### src/rtl/serv_mem_arbiter_pkg.sv
// Shared constants for the SERV memory arbiter.
//   - FSM state encodings (3-bit, kept as plain constants for legacy tools)
//   - error codes reported on o_err_code
//   - addr_fits(): true when a 32-bit core address lies inside the memory port
package serv_mem_arbiter_pkg;

  localparam logic [2:0] S_IDLE  = 3'd0;
  localparam logic [2:0] S_IBUS  = 3'd1;
  localparam logic [2:0] S_DBUS  = 3'd2;
  localparam logic [2:0] S_ERR_I = 3'd3;
  localparam logic [2:0] S_ERR_D = 3'd4;

  localparam logic [1:0] ERR_CODE_RANGE   = 2'b01;
  localparam logic [1:0] ERR_CODE_TIMEOUT = 2'b10;

  // All address bits above the port width must be zero.
  function automatic logic addr_fits(logic [31:0] adr, int unsigned aw);
    return (aw >= 32) || ((adr >> aw) == 32'd0);
  endfunction

endpackage

### src/rtl/serv_mem_arbiter_if.sv
// Bus bundle between SERV (ibus + dbus), the arbiter and the shared memory port.
//   slave  : arbiter view (takes core requests and memory responses,
//            drives memory requests and core responses)
//   master : environment view (core and memory side), the mirror image
interface serv_mem_arbiter_if #(
  parameter int ADDR_WIDTH = 16
);
  logic [31:0]           ibus_adr;
  logic                  ibus_cyc;
  logic [31:0]           ibus_rdt;
  logic                  ibus_ack;

  logic [31:0]           dbus_adr;
  logic [31:0]           dbus_dat;
  logic [3:0]            dbus_sel;
  logic                  dbus_we;
  logic                  dbus_cyc;
  logic [31:0]           dbus_rdt;
  logic                  dbus_ack;

  logic [ADDR_WIDTH-1:0] mem_adr;
  logic [31:0]           mem_dat;
  logic [3:0]            mem_sel;
  logic                  mem_we;
  logic                  mem_cyc;
  logic [31:0]           mem_rdt;
  logic                  mem_ack;

  modport slave (
    input  ibus_adr, ibus_cyc,
    output ibus_rdt, ibus_ack,
    input  dbus_adr, dbus_dat, dbus_sel, dbus_we, dbus_cyc,
    output dbus_rdt, dbus_ack,
    output mem_adr, mem_dat, mem_sel, mem_we, mem_cyc,
    input  mem_rdt, mem_ack
  );

  modport master (
    output ibus_adr, ibus_cyc,
    input  ibus_rdt, ibus_ack,
    output dbus_adr, dbus_dat, dbus_sel, dbus_we, dbus_cyc,
    input  dbus_rdt, dbus_ack,
    input  mem_adr, mem_dat, mem_sel, mem_we, mem_cyc,
    output mem_rdt, mem_ack
  );

endinterface

### src/rtl/serv_bus_watchdog.sv
// Cycle watchdog for an open memory transfer.
//   clk, rst_n : clock, asynchronous active-low reset
//   clr        : hold the count at zero (no transfer open)
//   cnt_en     : a transfer is open, count one cycle
//   expire     : this is the last allowed cycle of the transfer (TIMEOUT-1)
// TIMEOUT = 0 disables expiry entirely.
module serv_bus_watchdog #(
  parameter int TIMEOUT = 255
) (
  input  logic clk,
  input  logic rst_n,
  input  logic clr,
  input  logic cnt_en,
  output logic expire
);

  localparam int CW     = (TIMEOUT > 0) ? $clog2(TIMEOUT + 1) : 1;
  localparam int LAST_I = (TIMEOUT > 0) ? TIMEOUT - 1 : 0;
  localparam logic [CW-1:0] LAST = LAST_I[CW-1:0];

  logic [CW-1:0] cnt;

  always_ff @(posedge clk or negedge rst_n) begin
    if (!rst_n) begin
      cnt <= '0;
    end else if (clr) begin
      cnt <= '0;
    end else if (cnt_en) begin
      cnt <= cnt + 1'b1;
    end
  end

  assign expire = (TIMEOUT != 0) && cnt_en && (cnt == LAST);

endmodule

### src/rtl/serv_mem_arbiter.sv
// Merges SERV ibus and dbus onto one shared memory port.
//   clk, i_rst_n : clock, asynchronous active-low reset
//   bus          : ibus/dbus requests in, responses out; shared memory port
//   i_err_clr    : clears the sticky error capture
//   o_err        : an error-ack has occurred
//   o_err_code   : 01 address out of range, 10 memory timeout (first error kept)
//   o_err_adr    : full 32-bit master address of the first error
// Memory request fields are registered at grant; acks and read data are
// combinational so a memory ack reaches the core in the same cycle.
module serv_mem_arbiter
  import serv_mem_arbiter_pkg::*;
#(
  parameter int          ADDR_WIDTH    = 16,
  parameter int          TIMEOUT       = 255,
  parameter logic [31:0] ERR_DATA      = 32'hDEADBEEF,
  parameter bit          DBUS_PRIORITY = 1'b1
) (
  input  logic                clk,
  input  logic                i_rst_n,
  serv_mem_arbiter_if.slave   bus,
  input  logic                i_err_clr,
  output logic                o_err,
  output logic [1:0]          o_err_code,
  output logic [31:0]         o_err_adr
);

  logic [2:0]            state;
  logic [2:0]            state_nxt;
  logic                  req_any;
  logic                  grant_d;
  logic [31:0]           win_adr;
  logic                  win_fits;
  logic                  busy;
  logic                  expire;
  logic [31:0]           req_adr;
  logic [1:0]            pend_code;
  logic [ADDR_WIDTH-1:0] mem_adr_q;
  logic [31:0]           mem_dat_q;
  logic [3:0]            mem_sel_q;
  logic                  mem_we_q;

  always_comb begin
    req_any  = bus.ibus_cyc || bus.dbus_cyc;
    grant_d  = bus.dbus_cyc && (DBUS_PRIORITY || !bus.ibus_cyc);
    win_adr  = grant_d ? bus.dbus_adr : bus.ibus_adr;
    win_fits = addr_fits(win_adr, ADDR_WIDTH);
  end

  assign busy = (state == S_IBUS) || (state == S_DBUS);

  serv_bus_watchdog #(
    .TIMEOUT (TIMEOUT)
  ) u_watchdog (
    .clk    (clk),
    .rst_n  (i_rst_n),
    .clr    (!busy),
    .cnt_en (busy),
    .expire (expire)
  );

  always_comb begin
    state_nxt = state;
    case (state)
      S_IDLE: begin
        if (req_any) begin
          if (!win_fits) state_nxt = grant_d ? S_ERR_D : S_ERR_I;
          else           state_nxt = grant_d ? S_DBUS  : S_IBUS;
        end
      end
      S_IBUS, S_DBUS: begin
        if (bus.mem_ack)  state_nxt = S_IDLE;
        else if (expire)  state_nxt = (state == S_IBUS) ? S_ERR_I : S_ERR_D;
      end
      default: state_nxt = S_IDLE;
    endcase
  end

  // Grant stage: latch the winner's request; range errors never touch memory
  always_ff @(posedge clk or negedge i_rst_n) begin
    if (!i_rst_n) begin
      state     <= S_IDLE;
      req_adr   <= '0;
      pend_code <= '0;
      mem_adr_q <= '0;
      mem_dat_q <= '0;
      mem_sel_q <= '0;
      mem_we_q  <= 1'b0;
    end else begin
      state <= state_nxt;
      if (state == S_IDLE && req_any) begin
        req_adr   <= win_adr;
        pend_code <= ERR_CODE_RANGE;
        if (win_fits) begin
          mem_adr_q <= win_adr[ADDR_WIDTH-1:0];
          mem_dat_q <= grant_d ? bus.dbus_dat : 32'd0;
          mem_sel_q <= grant_d ? bus.dbus_sel : 4'hF;
          mem_we_q  <= grant_d && bus.dbus_we;
        end
      end else if (busy && expire && !bus.mem_ack) begin
        pend_code <= ERR_CODE_TIMEOUT;
      end
    end
  end

  // Error capture: first error sticks; a clear in the same cycle lets the new one in
  always_ff @(posedge clk or negedge i_rst_n) begin
    if (!i_rst_n) begin
      o_err      <= 1'b0;
      o_err_code <= '0;
      o_err_adr  <= '0;
    end else if ((state == S_ERR_I || state == S_ERR_D) && (!o_err || i_err_clr)) begin
      o_err      <= 1'b1;
      o_err_code <= pend_code;
      o_err_adr  <= req_adr;
    end else if (i_err_clr) begin
      o_err      <= 1'b0;
      o_err_code <= '0;
      o_err_adr  <= '0;
    end
  end

  assign bus.mem_cyc = busy;
  assign bus.mem_adr = mem_adr_q;
  assign bus.mem_dat = mem_dat_q;
  assign bus.mem_sel = mem_sel_q;
  assign bus.mem_we  = mem_we_q;

  // Response demux: only the granted master ever sees an ack
  always_comb begin
    bus.ibus_ack = 1'b0;
    bus.ibus_rdt = 32'd0;
    bus.dbus_ack = 1'b0;
    bus.dbus_rdt = 32'd0;
    case (state)
      S_IBUS: begin
        bus.ibus_ack = bus.mem_ack;
        bus.ibus_rdt = bus.mem_ack ? bus.mem_rdt : 32'd0;
      end
      S_DBUS: begin
        bus.dbus_ack = bus.mem_ack;
        bus.dbus_rdt = bus.mem_ack ? bus.mem_rdt : 32'd0;
      end
      S_ERR_I: begin
        bus.ibus_ack = 1'b1;
        bus.ibus_rdt = ERR_DATA;
      end
      S_ERR_D: begin
        bus.dbus_ack = 1'b1;
        bus.dbus_rdt = ERR_DATA;
      end
      default: ;
    endcase
  end

endmodule

### src/flat_wrapper.sv
// flat-port wrapper written by rule: the top's interface ports become plain ports
module serv_mem_arbiter_flat import serv_mem_arbiter_pkg::*;
#(
  parameter int          ADDR_WIDTH    = 16,
  parameter int          TIMEOUT       = 255,
  parameter logic [31:0] ERR_DATA      = 32'hDEADBEEF,
  parameter bit          DBUS_PRIORITY = 1'b1
)
  (clk, i_rst_n, i_err_clr, o_err, o_err_code, o_err_adr, bus_ibus_adr, bus_ibus_cyc, bus_ibus_rdt, bus_ibus_ack, bus_dbus_adr, bus_dbus_dat, bus_dbus_sel, bus_dbus_we, bus_dbus_cyc, bus_dbus_rdt, bus_dbus_ack, bus_mem_adr, bus_mem_dat, bus_mem_sel, bus_mem_we, bus_mem_cyc, bus_mem_rdt, bus_mem_ack);
  serv_mem_arbiter_if #(.ADDR_WIDTH(ADDR_WIDTH)) bus_i ();
  input  logic clk;
  input  logic i_rst_n;
  input  logic i_err_clr;
  output logic o_err;
  output logic [1:0] o_err_code;
  output logic [31:0] o_err_adr;
  input wire logic [$bits(bus_i.ibus_adr)-1:0] bus_ibus_adr;
  input wire logic [$bits(bus_i.ibus_cyc)-1:0] bus_ibus_cyc;
  output wire logic [$bits(bus_i.ibus_rdt)-1:0] bus_ibus_rdt;
  output wire logic [$bits(bus_i.ibus_ack)-1:0] bus_ibus_ack;
  input wire logic [$bits(bus_i.dbus_adr)-1:0] bus_dbus_adr;
  input wire logic [$bits(bus_i.dbus_dat)-1:0] bus_dbus_dat;
  input wire logic [$bits(bus_i.dbus_sel)-1:0] bus_dbus_sel;
  input wire logic [$bits(bus_i.dbus_we)-1:0] bus_dbus_we;
  input wire logic [$bits(bus_i.dbus_cyc)-1:0] bus_dbus_cyc;
  output wire logic [$bits(bus_i.dbus_rdt)-1:0] bus_dbus_rdt;
  output wire logic [$bits(bus_i.dbus_ack)-1:0] bus_dbus_ack;
  output wire logic [$bits(bus_i.mem_adr)-1:0] bus_mem_adr;
  output wire logic [$bits(bus_i.mem_dat)-1:0] bus_mem_dat;
  output wire logic [$bits(bus_i.mem_sel)-1:0] bus_mem_sel;
  output wire logic [$bits(bus_i.mem_we)-1:0] bus_mem_we;
  output wire logic [$bits(bus_i.mem_cyc)-1:0] bus_mem_cyc;
  input wire logic [$bits(bus_i.mem_rdt)-1:0] bus_mem_rdt;
  input wire logic [$bits(bus_i.mem_ack)-1:0] bus_mem_ack;
  assign bus_i.ibus_adr = bus_ibus_adr;
  assign bus_i.ibus_cyc = bus_ibus_cyc;
  assign bus_ibus_rdt = bus_i.ibus_rdt;
  assign bus_ibus_ack = bus_i.ibus_ack;
  assign bus_i.dbus_adr = bus_dbus_adr;
  assign bus_i.dbus_dat = bus_dbus_dat;
  assign bus_i.dbus_sel = bus_dbus_sel;
  assign bus_i.dbus_we = bus_dbus_we;
  assign bus_i.dbus_cyc = bus_dbus_cyc;
  assign bus_dbus_rdt = bus_i.dbus_rdt;
  assign bus_dbus_ack = bus_i.dbus_ack;
  assign bus_mem_adr = bus_i.mem_adr;
  assign bus_mem_dat = bus_i.mem_dat;
  assign bus_mem_sel = bus_i.mem_sel;
  assign bus_mem_we = bus_i.mem_we;
  assign bus_mem_cyc = bus_i.mem_cyc;
  assign bus_i.mem_rdt = bus_mem_rdt;
  assign bus_i.mem_ack = bus_mem_ack;
  serv_mem_arbiter #(.ADDR_WIDTH(ADDR_WIDTH), .TIMEOUT(TIMEOUT), .ERR_DATA(ERR_DATA), .DBUS_PRIORITY(DBUS_PRIORITY)) u_core (.clk(clk), .i_rst_n(i_rst_n), .bus(bus_i), .i_err_clr(i_err_clr), .o_err(o_err), .o_err_code(o_err_code), .o_err_adr(o_err_adr));
endmodule
### config.mk
export PLATFORM = sky130hd
export DESIGN_NAME = serv_mem_arbiter_flat
export DESIGN_NICKNAME = d
export VERILOG_FILES = /design/src/rtl/serv_mem_arbiter_pkg.sv /design/src/rtl/serv_mem_arbiter_if.sv /design/src/rtl/serv_bus_watchdog.sv /design/src/rtl/serv_mem_arbiter.sv /design/src/flat_wrapper.sv
export SDC_FILE = /design/constraint.sdc
export NUM_CORES = 1
export LEC_CHECK = 0
export BUFFER_PORTS_ARGS = -buffer_cell sky130_fd_sc_hd__buf_2
export CORE_UTILIZATION = 40
export CTS_BUF_LIST = sky130_fd_sc_hd__clkbuf_2
export CTS_CLUSTER_SIZE = 24
export DETAILED_ROUTE_END_ITERATION = 16
export HOLD_SLACK_MARGIN = 0.05
export PLACE_DENSITY = 0.73
export SYNTH_ARGS = -nofsm -noshare
export SYNTH_HDL_FRONTEND = slang
export SYNTH_SLANG_ARGS = --single-unit
### constraint.sdc
create_clock -name clk -period 1.87 [get_ports clk]
set_input_delay 0.0935 -clock clk [delete_from_list [all_inputs] [get_ports clk]]
set_output_delay 0.0935 -clock clk [all_outputs]
set_load 0.005 [all_outputs]
==> results.yml <==
route:
  ant_nets: 0
  via_per_inst: 5.56
  drc_errors: 0
  drt-initial-drc-count: 524
  wl_per_cell_microns: 19.9
  dr.pass1.iters: 5
  vias: 7827
  routed_wl_microns: 28100
grt:
  antenna_found_initial: 1
  grt_usage_pct: 28.4
  overflow: 0
  grt_pass1_vias: 7192
  grt_start_max_net_pins: 76
  grt_first_pass_wirelength_microns: 36100
sta:
  fmax_mhz: 456
  fin_worst_hold_slack_ns: 0.113
  finalClockSkew_ns: 0.0551
  grt_setup_unrepaired: "yes"
  worst_slack_ns: -0.324
  worstMarginPinSlew_ns: 0.595
  report.final.hold_viol_count: 0
  relSlewSlack_pct: 60.3
  min_period_over_period_pct: 117
  setup_viol: 144
  finalCriticalPeriod_ns: 2.19
  slew_violations: 0
synthesis:
  synth_fa_ha_area_share_pct: 0.582
  synth.distinct_cells: 35
  syn-cell-area_sq_mm: 0.00644
  synthMuxAreaShare_pct: 5.13
  synthFlopType: "dfrtp_1"
  ys_seq_area_share_pct: 51.6
  synth_area_leaders: "dfrtp_1, o21ai_0, nand2_1"
  yosysMostFrequentCell: "dfrtp_1"
  yosys.area.top_type: "dfrtp_1"
  synth.top_cells.by_count: "dfrtp_1, o21ai_0, nand2_1"
  avgSynthCellArea_sq_um: 8.84
  synth_top_area_share_pct: 51.6
  synth_edf_count: 0
  synth_compound_area_share_pct: 16.2
  async_flop_share_pct: 100
  yosys.area_share.simple_pct: 20.9
  syn_nets: 871
  synth-seq-cells: 133
  netlist_instances: 729
  yosysWarningCount: 0
  synthXorXnorAreaFrac_pct: 0.951
  synth_top_family_by_area: "simple AND/OR/NAND/NOR gates"
run_status:
  outcome: "finished, violations left"
  violations: "negative setup slack"
layout:
  post-route-cell-area_sq_mm: 0.0112
  area_growth_pct: 73.6
  nets: 1322
  fillers: 1062
  layout-drive-gt1-share_pct: 44.2
  seq_area_sq_mm: 0.00333
  multi_input_area_sq_mm: 0.00343
power:
  p_leak_uw: 0.00553
  p_per_area_mw_per_mm2: 1010
  max-vdd-ir-drop_mv: 0.572
placed_design:
  gp_congestion: 0.855
  place_area_sq_mm: 0.00837
  io_buffer_count: 293
  hpwl_microns: 13900
cts:
  clock_latency_ns: 0.73
  cts.clk_slew.worst_paths_ns: 0.23
  cts_buffer_depth: 2
  cts_tree: "done"
  cts_num_sinks: 133
  cts_made_buffers: 17
  htree_levels: 4
  root_buffer: "clkbuf_2"
setup_path:
  worstPathArrival_ns: 2.83
  required_ns: 2.51
  crit_type: "reg2reg"
  endpoint_kind: "flip-flop"
  cp-start-kind: "flip-flop"
  path_max_fanout: 7
job:
  maxCapViolations: 0
die:
  row_count: 46
  die_w_microns: 129
  fp.dieH_microns: 129
  start_util_pct: 40.7
  design.die.area_sq_mm: 0.0166
  core_sq_mm: 0.0158
  ios: 294
min_path:
  hp-class: "in2reg"
[power by group]
part | internal [uW] | switching (uW)
combinational | 2830 | 3000
sequential | 3490 | 344
clock | 604 | 1070
total | 6920 | 4410
[layer usage]
layer	vias up	global-route usage (%)	part of all wire (%)
met5	-	0	0
met4	0	13.9	5.0
met3	111	7.23	8.5
met2	563	50.8	52
met1	3751	31.4	35
li1	3402	-	-
[cells in the final DEF (no fill, tap or decap), drive strengths merged, types with 3 or more instances in the layout]
master	n
nand2b	37
xor2	5
nand4	3
mux2i	33
nand2	96
o21a	16
and2	9
nand3	38
dlygate4sd3	107
a21oi	58
and3	11
clkbuf	32
ha	3
nor3	7
nor2	72
buf	373
o21ai	110
inv	9
dfrtp	133
a31oi	5
nor4	10
clkinv	7
[critical path: stages (launching register included)]
cell,delay (ns)
dfrtp_1,0.44
buf_6,0.14
buf_6,0.14
buf_4,0.15
nor4_4,0.37
buf_4,0.18
and3_4,0.28
clkbuf_16,0.19
nand3_1,0.10
o21ai_1,0.13
[logic make-up (layout without fill, tap and decap cells)]
| group | count (synthesis) | count (layout) |
|---|---|---|
| DFF | 133 | 133 |
| AOI/OAI and AO/OA | 193 | 193 |
| other | 0 | 1 |
| and+or+nand+nor | 290 | 291 |
| xor gates and xnor gates | 7 | 7 |
| muxes | 33 | 33 |
| buffers and inverters | 70 | 532 |
| adders and majority gates | 3 | 3 |
[worst paths after layout]
path                               startpoint                     end  slack [ns]  cells after the start
max in group asynchronous             i_rst_n  u_core.bus.mem_dat[27]        1.12                      4
hold reg to reg            u_core.req_adr[10]    u_core.o_err_adr[10]        0.49                      2
hold / removal                bus_dbus_dat[4]   u_core.bus.mem_dat[4]        0.11                      4
min in group asynchronous             i_rst_n      u_core.req_adr[27]        0.45                      4
setup / recovery              u_core.state[2]  u_core.bus.mem_dat[10]       -0.32                      9
setup reg to reg              u_core.state[2]  u_core.bus.mem_dat[10]       -0.32                      9
[state kept, by name, indices dropped and copies added (netlist names)]
signal	flops
u_core.bus.mem_dat	32
u_core.o_err_adr	32
u_core.req_adr	32
u_core.bus.mem_adr	16
u_core.u_watchdog.cnt	8
u_core.bus.mem_sel	4
u_core.state	3
u_core.o_err_code	2
u_core.pend_code	2
u_core.bus.mem_we	1
u_core.o_err	1
[repair_timing]
item                                   CTS  global route
gates resized for setup                128           147
endpoints found under the hold margin  258             0
gates cloned                             6            17
pin swaps                               27            46
hold buffers                           108             0
setup endpoints to repair               90           159
buffers inserted                        18            14
[cell type report]
type                            instances  area share (%)
Antenna cell                            1          0.0224
Clock buffer                           20           0.894
Clock inverter                         11           0.995
Inverter                                9           0.302
Multi-Input combinational cell        527            30.6
Sequential cell                       133            29.8
Tap cell                              216            2.42
Timing Repair Buffer                  492            35.0
[per-stage QoR]
stage	TNS [ns]	instances	worst slack, ns	total power, uW	utilization, %
global placement	-14.08	1219	-0.319	7280	52.9
floorplan	0	729	0.0232	5790	-
detailed placement	-12.40	1219	-0.282	7370	52.9
finish	-21.04	1409	-0.324	11300	70.7
global route	-33.29	1409	-0.389	12000	70.7
CTS	-15.34	1382	-0.228	9900	64.6
Note: power is estimated with default switching activity, not from simulation.
